===== src/rtl/systolic_pe_os.sv =====
// Output-stationary systolic PE: forwards operands right/down, accumulates a
// saturating MAC per tile, and pushes tile results down a per-column chain.
module systolic_pe_os #(
   parameter int DATA_W = 4,
   parameter int ACC_W  = 11
) (
   input  logic              clk_i,
   input  logic              rst_i,
   input  logic [DATA_W-1:0] top_i,
   input  logic              top_valid_i,
   input  logic [DATA_W-1:0] left_i,
   input  logic              left_valid_i,
   input  logic              last_i,
   input  logic              signed_i,
   input  logic              clear_i,
   output logic [DATA_W-1:0] bottom_o,
   output logic              bottom_valid_o,
   output logic [DATA_W-1:0] right_o,
   output logic              right_valid_o,
   input  logic              shift_i,
   input  logic [ACC_W-1:0]  res_i,
   input  logic              res_valid_i,
   output logic [ACC_W-1:0]  res_o,
   output logic              res_valid_o,
   output logic              ovf_o,
   output logic              err_o
);

   // state | meaning
   // IDLE  | no tile in progress, acc holds 0
   // ACC   | tile in progress, acc holds the running sum
   typedef enum logic {IDLE, ACC} state_t;

   state_t             state, state_nx;
   logic [ACC_W-1:0]   acc, acc_nx;
   logic               fire, mismatch, capture;
   logic [2*DATA_W-1:0] top_x, left_x, prod;
   logic [ACC_W:0]     acc_x, prod_x, sum;
   logic               clamp;
   logic [ACC_W-1:0]   sat;
   logic               ovf_set, err_set;

   assign fire     = top_valid_i & left_valid_i;
   assign mismatch = top_valid_i ^ left_valid_i;

   // One multiplier serves both modes: operands are pre-extended to the product
   // width, so the low 2*DATA_W bits are the correct signed or unsigned product.
   assign top_x  = {{DATA_W{signed_i & top_i[DATA_W-1]}}, top_i};
   assign left_x = {{DATA_W{signed_i & left_i[DATA_W-1]}}, left_i};
   assign prod   = top_x * left_x;

   assign prod_x = {{(ACC_W+1-2*DATA_W){signed_i & prod[2*DATA_W-1]}}, prod};
   assign acc_x  = {signed_i & acc[ACC_W-1], acc};
   assign sum    = acc_x + prod_x;

   always_comb begin
      clamp = 1'b0;
      sat   = sum[ACC_W-1:0];
      if (signed_i) begin
         if (sum[ACC_W] != sum[ACC_W-1]) begin
            clamp = 1'b1;
            sat   = sum[ACC_W] ? {1'b1, {(ACC_W-1){1'b0}}} : {1'b0, {(ACC_W-1){1'b1}}};
         end
      end else if (sum[ACC_W]) begin
         clamp = 1'b1;
         sat   = {ACC_W{1'b1}};
      end
   end

   always_comb begin
      state_nx = state;
      acc_nx   = acc;
      capture  = 1'b0;
      if (clear_i) begin
         state_nx = IDLE;
         acc_nx   = '0;
      end else if (fire) begin
         if (last_i) begin
            capture  = 1'b1;
            acc_nx   = '0;
            state_nx = IDLE;
         end else begin
            acc_nx   = sat;
            state_nx = ACC;
         end
      end
   end

   assign ovf_set = fire & ~clear_i & clamp;
   assign err_set = mismatch
                  | (capture & shift_i & res_valid_i)
                  | (capture & res_valid_o & ~shift_i);

   always_ff @(posedge clk_i) begin
      if (rst_i) begin
         state          <= IDLE;
         acc            <= '0;
         bottom_o       <= '0;
         bottom_valid_o <= 1'b0;
         right_o        <= '0;
         right_valid_o  <= 1'b0;
         res_o          <= '0;
         res_valid_o    <= 1'b0;
         ovf_o          <= 1'b0;
         err_o          <= 1'b0;
      end else begin
         state          <= state_nx;
         acc            <= acc_nx;
         bottom_o       <= top_i;
         bottom_valid_o <= top_valid_i;
         right_o        <= left_i;
         right_valid_o  <= left_valid_i;
         // A capture takes the slot even when shifting; the old value moves on downstream.
         if (capture) begin
            res_o       <= sat;
            res_valid_o <= 1'b1;
         end else if (shift_i) begin
            res_o       <= res_i;
            res_valid_o <= res_valid_i;
         end
         ovf_o <= clear_i ? 1'b0 : (ovf_o | ovf_set);
         err_o <= clear_i ? 1'b0 : (err_o | err_set);
      end
   end

endmodule


===== config.mk =====
export PLATFORM = sky130hd
export DESIGN_NAME = systolic_pe_os
export DESIGN_NICKNAME = d
export VERILOG_FILES = /design/src/rtl/systolic_pe_os.sv
export SDC_FILE = /design/constraint.sdc
export NUM_CORES = 1
export LEC_CHECK = 0
export ABC_AREA = 0
export BUFFER_PORTS_ARGS = -buffer_cell sky130_fd_sc_hd__buf_2
export CORE_MARGIN = 2
export CORE_UTILIZATION = 45
export DETAILED_ROUTE_END_ITERATION = 16
export PLACE_DENSITY = 0.69
export SYNTH_ARGS = -nofsm -noshare
export SYNTH_HDL_FRONTEND = slang
export SYNTH_SLANG_ARGS = --single-unit

===== constraint.sdc =====
create_clock -name clk_i -period 14.8 [get_ports clk_i]
set_input_delay 2.22 -clock clk_i [delete_from_list [all_inputs] [get_ports clk_i]]
set_output_delay 2.22 -clock clk_i [all_outputs]
set_load 0.01 [all_outputs]

; ---- Word level (Yosys, flattened, before mapping)
; Cells that the tools add are included.
[word_totals]
register_bits = 35
[op_classes]
n_bitwise = 18
n_mul = 1
n_eq_ne = 1
n_addsub = 1
n_mux = 15
n_reduce_logical = 2
[op_table]
columns = operator, n
row1 = 11-bit two-way mux, 7
row2 = 12-bit adder, 1
row3 = 1-bit bitwise AND, 11
row4 = 5-bit by 5-bit multiplier with 8-bit output, 1
row5 = 1-bit two-way mux, 8
row6 = 1-bit OR, 4
row7 = 1-bit NOT, 2
row8 = 2-bit nonzero test, 1
row9 = 2-bit OR reduction, 1
row10 = 1-bit != test, 1
row11 = 1-bit bitwise XOR, 1

; ---- Logic depth before layout (Yosys ltp)
; Gate-level depths: netlist of run 1.
[logic_depth]
depth_word = 9
ltp_mapped = 28

; ---- Least setup slack after synthesis of run 1
; No wires, ideal clock.
[synth_timing]
path_type = input to register
startpoint = input port signed_i
endpoint = register acc[8]
path_slack_ps = 6649
required_ps = 14659
n_path_buf = 2
path_stages = 26
setup_time_ps = 141
arrival_time_ps = 8010
cell_sequence = clkbuf_1 > nand2_1 > or2_2 > fa_1 > fa_1 > fa_1 > fa_1 > nand2b_1 > a21oi_2 > xnor2_4 > xor2_1 > ha_1 > o21ai_0 > a31o_2 > a21oi_1 > o21ai_2 > a21o_1 > nand2_1 > xor2_1 > ha_1 > nand2_1 > inv_1 > o31a_1 > buf_6 > o21ba_1 > o221ai_1
[synth_via]
elab_chain_len = 8
[synth_lines]
columns = item, line
row1 = start: declaration, 14  ; input logic signed_i,
row2 = 1-bit bitwise AND (on tied branches), "48, 49"
row3 = 5-bit by 5-bit multiplier with 8-bit output, 50  ; assign prod = top_x * left_x;
row4 = 1-bit bitwise AND, 52  ; assign prod_x = {{(ACC_W+1-2*DATA_W){signed_i & prod[2*DATA_W-1]}}, prod};
row5 = 12-bit adder, 54  ; assign sum = acc_x + prod_x;
row6 = 11-bit two-way mux / 1-bit != test (equally long branches), "62, 60"
row7 = 11-bit two-way mux, 60  ; if (sum[ACC_W] != sum[ACC_W-1]) begin
row8 = 11-bit two-way mux *, 59  ; if (signed_i) begin
row9 = 11-bit two-way mux *, 78  ; if (last_i) begin
row10 = end signal: assignment, 108  ; acc <= acc_nx;
row11 = end: declaration, 35  ; logic [ACC_W-1:0] acc, acc_nx;
; Mark *: on every way between the ends. The rest lies on a longest branch, timed or not.
; A chain may end at the register's enable or synchronous reset.

; ---- Final worst setup path of run 1
[layout_timing]
startpoint = input port signed_i
endpoint = register res_o[1]
[layout_via]
elab_chain_len = 8
[layout_lines]
columns = item, line
row1 = 1-bit bitwise AND (on tied branches), "48, 49"
row2 = 5-bit by 5-bit multiplier with 8-bit output, 50
row3 = 1-bit bitwise AND, 52
row4 = 12-bit adder, 54
row5 = 11-bit two-way mux / 1-bit != test (equally long branches), "62, 60"
row6 = 11-bit two-way mux, 60
row7 = 11-bit two-way mux *, 59
row8 = 11-bit two-way mux *, 114  ; if (capture) begin
row9 = end signal: assignment, 115  ; res_o <= sat;
row10 = end signal: assignment, 118  ; res_o <= res_i;
row11 = end: declaration, 23  ; output logic [ACC_W-1:0] res_o,
; Marked as above.

==> results of run 1 <==
stage by stage:
step                      worst slack [ns]  util [%]  cells  power (uW)  hold WS [ns]
after detailed placement             6.279     51.35    417       244.9        0.4471
after global placement               6.383     51.35    417       243.1        0.4428
after CTS                            6.544     53.06    425       323.7        0.4572
final                                6.533     53.06    425       320.0        0.4544
after floorplan                      6.649         -    297       215.8        0.4325
after global routing                 6.091     53.06    425       344.2        0.4816
routing by layer:
layer | vias to the layer above | GRT usage, % | share of wire (%)
li1 | 1115 | - | -
met1 | 1031 | 24.60 | 47
met2 | 42 | 29.83 | 46
met3 | 12 | 4.333 | 4.1
met4 | 0 | 8.644 | 3.0
met5 | - | 0 | 0
final cells by class:
type,count,area share (%)
well taps,75,3.023
repair buffers,53,8.706
flip-flops and latches,35,22.57
clock buffers,8,3.225
inverters,32,3.869
multi-input cells,222,58.61
worst max-delay path, cell delays in order:
cell,delay [ns]
buf_2,0.19
nand2_1,0.13
or2_2,0.31
fa_1,0.50
fa_1,0.51
fa_1,0.54
fa_1,0.46
nand2b_1,0.17
a21oi_2,0.24
xnor2_4,0.18
mux2i_2,0.68
ha_1,0.42
inv_1,0.10
a21o_1,0.08
nand2_1,0.06
xor2_1,0.16
ha_1,0.27
nand2_1,0.19
o21ai_0,0.18
o31a_1,0.48
and2b_1,0.26
o22ai_1,0.15
cell families after synthesis:
kind of cell    share of synthesized area, %
buf+inv                                6.020
xor+xnor                               7.653
simple gates                           17.17
flops                                  26.13
compound gates                         17.17
mux                                    4.993
fa+ha+maj                              20.86
worst max-delay path by stage:
stage          cells past startpoint  startpoint  slack, ns  endpoint
2_1_floorplan                     26    signed_i       6.65    acc[8]
3_3_place_gp                      22    signed_i       6.38  res_o[1]
3_5_place_dp                      22    signed_i       6.28  res_o[1]
4_1_cts                           22    signed_i       6.54  res_o[1]
5_1_grt                           22    signed_i       6.09  res_o[1]
6_report                          22    signed_i       6.53  res_o[1]
cell usage after synthesis (2+ instances only):
master	count	share of area, %
dfxtp_1	35	26
inv_1	32	4.5
ha_1	23	11
nand2_1	21	2.9
nor2_1	20	2.8
and2_1	14	3.3
fa_1	13	9.7
nor2b_1	13	3.0
a21oi_1	12	2.2
mux2i_1	12	4.5
xnor2_1	12	3.9
o22ai_1	9	2.1
o21ai_0	8	1.5
o21ai_1	8	1.5
nor3_1	6	1.1
a21o_1	5	1.4
clkbuf_1	5	0.70
and3_1	3	0.70
nand2b_1	3	0.70
xor2_1	3	0.98
o31a_1	2	0.65
o31ai_4	2	1.6
or2_2	2	0.47
power groups by stage:
stage | registers [uW] | logic, uW | clock network (uW)
2_1_floorplan | 106 | 110 | 0
3_3_place_gp | 104 | 139 | 0
3_5_place_dp | 104 | 141 | 0
4_1_cts | 102 | 142 | 79.9
5_1_grt | 103 | 158 | 83.6
6_report | 102 | 140 | 77.5
state kept, by name, summed over array words and instances (netlist names):
signal	flops
acc	11
res_o	11
bottom_o	4
right_o	4
bottom_valid_o	1
err_o	1
ovf_o	1
res_valid_o	1
right_valid_o	1
==> qor.yml, run 1 <==
timing:
  slew_viol_final: 0
  post-route-period-util_pct: 55.86
  maxSlewHeadroom_pct: 50.05
  worst_slew_pin_slew_ns: 0.7347
  rsz0062_at_grt: "no"
  hold_viol: 0
  fmax_mhz: 121.0
  tns_ns: 0
  period_needed_ns: 8.267
  setup_viol: 0
  finalClockSkew_ns: 0.003059
final_layout:
  antenna_cells: 0
  num-nets-final: 413
  area_delta_synth_final_pct: 15.77
  fillCellCount: 574
  final_cell_mix: "buf_2 (51), dfxtp_1 (35), inv_1 (32)"
  multi_input_area_um2: 1819
  regArea_um2: 700.7
  stdcell_area_um2: 3104
  layout-drive-gt1-share_pct: 21.14
  layout_commonest_cell: "buf_2"
power_and_ir_drop:
  p_sw_uw: 116.3
  power_density_nw_per_um2: 103.1
  comb_power_share_pct: 43.8
  seqPwrFrac_pct: 31.9
  power.internal_uw: 203.6
  clock_power_share_pct: 24.2
  p_sw_share_pct: 36.36
  peakVddDrop_mv: 0.04192
  power_leakage_uw: 0.001440
floorplan:
  dieArea_um2: 6592
  io_pins: 52
  core-area_um2: 5851
  die_h_um: 81.19
  rows: 28
  start_util_pct: 45.83
  die_x_um: 81.19
synth:
  syn_area_um2: 2681
  synth_nets: 361
  syn-instance-count: 297
  synth_seq_cells: 35
  syn_avg_cell_area_um2: 9.028
  synth_warnings: 0
  ys.flop_type: "dfxtp_1"
  synth_edf_count: 0
  yosysSeqAreaShare_pct: 26.13
  async_reset_ff_share_pct: 0
  ys_types: 57
cts:
  cts_buffer_depth: 2
  cts_resized: 0
  clk_pin_slew_ns: 0.07
  cts_setup_buffers: 0
  cts.sinks: 35
  holdBufCountCts: 0
  root_buffer: "clkbuf_8"
  numCtsBuffers: 5
  htreeDepth: 2
  clk_latency_ns: 0.29
  cts_tree: "yes"
run_status:
  run_status: "finished, final reports clean"
min_path:
  hold_path.class: "reg2reg"
  hold_depth: 2
  min_to: "acc[0]"
  hold_path.startpoint: "acc[0]"
routing:
  ant_nets: 0
  drcViolationCount: 0
  first_pass_iters: 4
  first_iter_violations: 99
  wl_um: 5743
  wire_per_inst_um: 13.51
  viasPerCell: 5.176
  routed-via-count: 2200
placed_design:
  post_dp_cell_area_um2: 3004
  place.gp.congestion: 0.8183
  io_buffers: 51
  hpwl_um: 4494
grt:
  grt_pass1_vias: 2075
  grt_max_degree: 19
  track_usage_pct: 18.91
  grt_first_pass_wirelength_um: 9446
  antenna_found_initial: 0
  overflow: 0
worst_setup_path:
  r2r-start: "acc[0]"
  r2r_setup_slack_ns: 10.76
  r2r-end: "res_o[1]"
  reg2reg_depth: 17
  critical_path.endpoint_type: "flip-flop"
  path_max_fanout: 13
  worstSetupStartpointType: "primary input"
  cp_data_arrival_time_ns: 8.48
  cp.required_ns: 15.01
  worstSetupPathType: "in2reg"
run:
  maxCapViolations: 0
No activity file was read; power rests on OpenSTA's default activity.
==> run 2: changes to the inputs <==
ABC_AREA = 1   (was 0)
PLACE_DENSITY = 0.71   (was 0.69)
clock period = 7.35 ns   (was 14.8 ns; I/O delays follow)
==> run 2 against run 1 <==
Utilization is 0.94 points lower. Register-to-register slack worse by 6.9 ns. Global-route usage is 1.5 points lower. Die area up 8.3%. Count of clock-buffer cells in the layout fell by 2. Sequential cell count did not move. Combinational power up 90%. Setup slack got worse by 5.5 ns. Power up 100%. Non-clock buffer count down 2. Critical path type unchanged. Critical path depth is 8 higher.
==> qor.yml, run 2 <==
synth:
  synth_nets: 447
  async_reset_ff_share_pct: 0
  syn_avg_cell_area_um2: 7.615
  yosysMostFrequentCell: "nand2_1"
  synth_warnings: 0
  syn_area_um2: 2917
  synth_fa_ha_area_share_pct: 18.79
  synth_compound_area_share_pct: 9.738
  yosysSeqAreaShare_pct: 24.02
  synth_common_cells: "nand2_1 (75), inv_1 (69), dfxtp_1 (35)"
  synth.area.mux_share_pct: 4.547
  ys_types: 37
  synth_xor_area_share_pct: 3.303
  synth_area_leaders: "dfxtp_1 (24%), ha_1 (9.9%), nand2_1 (9.7%)"
  synth_edf_count: 0
  syn-instance-count: 383
  yosysTopAreaCellShare_pct: 24.02
  synth_top_family_by_area: "simple AND/OR/NAND/NOR gates"
  yosys.area.top_type: "dfxtp_1"
  ys.flop_type: "dfxtp_1"
  synthSimpleGateAreaFrac_pct: 26.90
  synth_seq_cells: 35
final_layout:
  area_delta_synth_final_pct: 12.83
  num-nets-final: 492
  layout_commonest_cell: "nand2_1"
  fillCellCount: 630
  antenna_cells: 0
  regArea_um2: 700.7
  multi_input_area_um2: 1846
  layout-drive-gt1-share_pct: 26.57
  top_regs: "acc (11), res_o (11)"
  final_cell_mix: "nand2_1 (75), inv_1 (69), buf_2 (51)"
floorplan:
  die_h_um: 84.51
  core-area_um2: 6314
  io_pins: 52
  die_x_um: 84.51
  rows: 29
  dieArea_um2: 7141
  start_util_pct: 46.20
worst_setup_path:
  cpPeakStageDelay_ns: 0.54
  cp.required_ns: 7.55
  cp_data_arrival_time_ns: 6.52
  critical_path.endpoint_type: "flip-flop"
  r2r-start: "acc[0]"
  crit_start: "signed_i"
  worstSetupStartpointType: "primary input"
  worstSetupPathType: "in2reg"
  crit_path_frequent_cell: "nand2_1"
  path_max_fanout: 20
  slowest_stage: "fa_1"
timing:
  hold_viol: 0
  fmax_mhz: 158.2
  setup_viol: 0
  worst_slew_pin_slew_ns: 1.083
  maxSlewHeadroom_pct: 27.53
  slew_viol_final: 0
  period_needed_ns: 6.320
  tns_ns: 0
  rsz0062_at_grt: "no"
  post-route-period-util_pct: 85.99
  finalClockSkew_ns: 0.01142
power_and_ir_drop:
  power.internal_uw: 413.5
  p_total_uw: 652.6
  seqPwrFrac_pct: 31.2
  p_sw_share_pct: 36.64
  power_density_nw_per_um2: 198.3
  peakVddDrop_mv: 0.1710
  p_sw_uw: 239.1
  comb_power_share_pct: 40.8
  power_leakage_uw: 0.001777
  clock_power_share_pct: 28.0
grt:
  grt_max_degree: 21
  antenna_found_initial: 0
  grt_pass1_vias: 2388
  track_usage_pct: 17.42
  overflow: 0
  grt_first_pass_wirelength_um: 10270
routing:
  wl_um: 5914
  first_iter_violations: 61
  routed-via-count: 2488
  viasPerCell: 4.917
  first_pass_iters: 4
  wire_per_inst_um: 11.69
  drcViolationCount: 0
  ant_nets: 0
cts:
  cts_tree: "yes"
  clk_pin_slew_ns: 0.07
  clk_latency_ns: 0.29
  numCtsBuffers: 5
  cts_setup_buffers: 0
  root_buffer: "clkbuf_8"
  cts_resized: 0
  cts.sinks: 35
  holdBufCountCts: 0
  htreeDepth: 2
  cts_buffer_depth: 2
placed_design:
  hpwl_um: 4861
  io_buffers: 51
  place.gp.congestion: 0.8191
min_path:
  hold_path.startpoint: "acc[3]"
  hold_path.class: "reg2reg"
run_status:
  run_status: "finished, final reports clean"
run:
  maxCapViolations: 0
==> run 2: cell count changes in the layout (fill, tap and decap cells not counted), moves of 7 or more <==
cell	delta
a21oi_1	+13
nand3_1	+16
nand3_2	+18
o22ai_1	-9
mux2_2	+10
xnor2_1	-9
mux2i_1	-10
and2_1	-14
o21ai_1	-7
inv_1	+37
nor2b_1	-13
nand2_2	+10
nand2_1	+54
==> run 2: cells by family (layout without fill, tap and decap cells) <==
logic type      after synthesis  in the layout
xor+xnor                     11             11
buf+inv                      86            132
simple gates                153            153
fa+ha+maj                    36             36
mux                          12             12
flops                        35             35
compound gates               50             50
==> run 2: power groups by stage <==
stage | combinational, uW | sequential, uW | clock, uW
4_1_cts | 268 | 204 | 185
5_1_grt | 304 | 205 | 193
3_3_place_gp | 256 | 208 | 0
6_report | 266 | 204 | 183
2_1_floorplan | 206 | 212 | 0
3_5_place_dp | 266 | 208 | 0
==> run 2: worst max-delay path: cells and delay by family <==
kind | cells | cell delay, ns
adder cells (fa/ha/maj) | 6 | 2.64
AND/OR/NAND/NOR | 18 | 2.08
buffers and inverters | 5 | 0.48
AO/OA/AOI/OAI | 1 | 0.17
==> run 2: per-stage QoR <==
step,instance area [um2],std cells,setup slack [ns],utilization [%],hold slack [ns]
after CTS,3291,506,0.9944,52.12,0.4789
after global placement,3173,498,0.9007,50.26,0.4662
after floorplan,2917,383,1.414,-,0.4479
after global routing,3291,506,0.5687,52.12,0.5074
final,3291,506,1.030,52.12,0.4796
after detailed placement,3173,498,0.6953,50.26,0.4674
==> run 2: worst paths after layout <==
kind	to	slack (ns)	cells after the start
max reg2reg	acc[4]	3.88	19
min	acc[3]	0.48	2
max	acc[4]	1.03	30
min reg2reg	acc[3]	0.48	2
==> run 2: cell type report <==
cell class / instances / area share, %
Multi-Input combinational cell: 262 / 56.08
Sequential cell: 35 / 21.29
Inverter: 73 / 8.365
Timing Repair Buffer: 51 / 7.757
Tap cell: 77 / 2.928
Clock buffer: 6 / 2.510
Clock inverter: 2 / 1.065
==> run 2: per-layer routing <==
layer | track usage [%] | part of all wire [%] | vias to the layer above | wire (um)
li1 | - | - | 1289 | -
met1 | 21.64 | 46 | 1142 | 2698
met2 | 31.07 | 49 | 50 | 2876
met3 | 3.147 | 4.5 | 7 | 269
met4 | 4.473 | 1.2 | 0 | 70
met5 | 0 | 0 | - | 0
==> run 3: changes to the inputs <==
PLACE_DENSITY = 0.69   (was 0.71)
clock period = 5.95 ns   (was 7.35 ns; I/O delays follow)
==> run 3 against run 2 <==
First-iteration DRC count rose by 25%. Via count fell by 0.48%. Worst hold slack barely moved. Largest cell class unchanged.
==> qor.yml, run 3 (synthesis results as in run 2) <==
timing:
  rsz0062_at_grt: "no"
  period_needed_ns: 5.611
  fmax_mhz: 178.2
  slew_viol_final: 0
  setup_viol: 0
  post-route-period-util_pct: 94.30
  worst_slew_pin_slew_ns: 1.037
  maxSlewHeadroom_pct: 30.61
  tns_ns: 0
  finalClockSkew_ns: 0.008793
  hold_viol: 0
floorplan:
  die_x_um: 84.51
  rows: 29
  io_pins: 52
  dieArea_um2: 7141
  die_h_um: 84.51
  core-area_um2: 6314
  start_util_pct: 46.20
routing:
  first_iter_violations: 76
  ant_nets: 0
  drcViolationCount: 0
  first_pass_iters: 4
  wl_um: 5781
  viasPerCell: 4.864
  routed-via-count: 2476
  wire_per_inst_um: 11.36
worst_setup_path:
  r2r_setup_slack_ns: 2.77
  cp_data_arrival_time_ns: 5.76
  path_max_fanout: 11
  cp.required_ns: 6.10
  worstSetupStartpointType: "primary input"
  worstSetupPathType: "in2reg"
  critical_path.endpoint_type: "flip-flop"
grt:
  grtUsageMet1_pct: 21.08
  busiest_layer: "met2"
  track_usage_pct: 16.29
  overflow: 0
  grt_first_pass_wirelength_um: 9742
  grt_pass1_vias: 2279
  antenna_found_initial: 0
  grt_use_met2_pct: 27.77
  grt_max_degree: 21
  grt_use_met3_pct: 3.441
placed_design:
  place.gp.congestion: 0.8156
  io_buffers: 51
  dp.cells: 500
  hpwl_um: 4652
power_and_ir_drop:
  clock_power_share_pct: 27.4
  p_sw_uw: 292.8
  power_density_nw_per_um2: 241.1
  peakVddDrop_mv: 0.1403
  seqPwrFrac_pct: 31.1
  comb_power_share_pct: 41.5
  power_leakage_uw: 0.001797
  p_sw_share_pct: 36.14
  power.internal_uw: 517.3
final_layout:
  top_regs: "acc (11), res_o (11)"
  antenna_cells: 0
  num-nets-final: 495
  area_delta_synth_final_pct: 15.19
  final_cell_mix: "nand2_1 (75), inv_1 (69), buf_2 (51)"
  layoutNonFillerInstCount: 509
  layout_commonest_cell: "nand2_1"
  layout-drive-gt1-share_pct: 27.78
cts:
  root_buffer: "clkbuf_8"
  numCtsBuffers: 5
  cts.sinks: 35
  clk_latency_ns: 0.28
  htreeDepth: 2
  cts_buffer_depth: 2
  clk_pin_slew_ns: 0.07
  cts_tree: "yes"
  cts_setup_buffers: 0
min_path:
  hold_path.class: "reg2reg"
run:
  maxCapViolations: 0
run_status:
  run_status: "finished, final reports clean"
-- run 3: timing repair --
action,4_1_cts,5_1_grt
endpoints found under the setup margin,0,21
hold buffers,0,0
gates resized for setup,0,8
-- run 3: metrics by stage --
stage	hold slack, ns	instance area (um2)	worst slack, ns	utilization, %	total power [uW]
2_1_floorplan	0.4479	2917	0.2237	-	516.6
3_3_place_gp	0.4577	3188	0.1202	50.50	575.2
3_5_place_dp	0.4652	3188	0.01063	50.50	583.9
4_1_cts	0.4866	3306	0.2958	52.36	807.3
5_1_grt	0.5062	3359	0.007276	53.21	873.9
6_report	0.4798	3359	0.3394	53.21	810.1
-- run 3: layout make-up --
cell class | count | area [um2]
Clock buffer | 6 | 82.58
Clock inverter | 2 | 35.03
Fill cell | 604 | 2954
Inverter | 73 | 275.3
Multi-Input combinational cell | 263 | 1896
Sequential cell | 35 | 700.7
Tap cell | 77 | 96.34
Timing Repair Buffer | 53 | 274.0
-- run 3: layer usage --
metal  wire (um)  vias to the layer above
met5           0                        -
met4          39                        0
met3         274                        4
met2        2817                       56
met1        2650                     1118
li1            -                     1298
-- run 3: worst max-delay path, cell delays in order --
cell and delay, ns:
buf_2 0.14, nand2_1 0.08, clkinv_1 0.11, fa_1 0.50
inv_1 0.05, fa_1 0.48, fa_1 0.54, inv_1 0.04
ha_1 0.34, a21oi_1 0.15, nand2_1 0.07, xor2_1 0.14
ha_1 0.34, nand2_1 0.10, nor3_1 0.14, a21oi_1 0.12
nor2_1 0.12, nand3_2 0.10, nand3_2 0.14, nand2_2 0.08
nand2_4 0.11, nand2_1 0.06, ha_1 0.28, nand2_1 0.13
buf_6 0.16, nand3_1 0.13, nand3_2 0.12, a21oi_2 0.06
-- run 3: power groups by stage --
stage          logic (uW)  registers [uW]  clock network (uW)
2_1_floorplan         254             262                   0
3_3_place_gp          318             257                   0
3_5_place_dp          327             257                   0
4_1_cts               329             252                 226
5_1_grt               382             253                 239
6_report              336             252                 222
-- run 3: final timing paths --
path,start,endpoint,depth (start not counted)
setup / recovery,top_i[3],acc[6],28
hold / removal,ovf_o,ovf_o,2
setup reg to reg,acc[0],acc[6],20
hold reg to reg,ovf_o,ovf_o,2
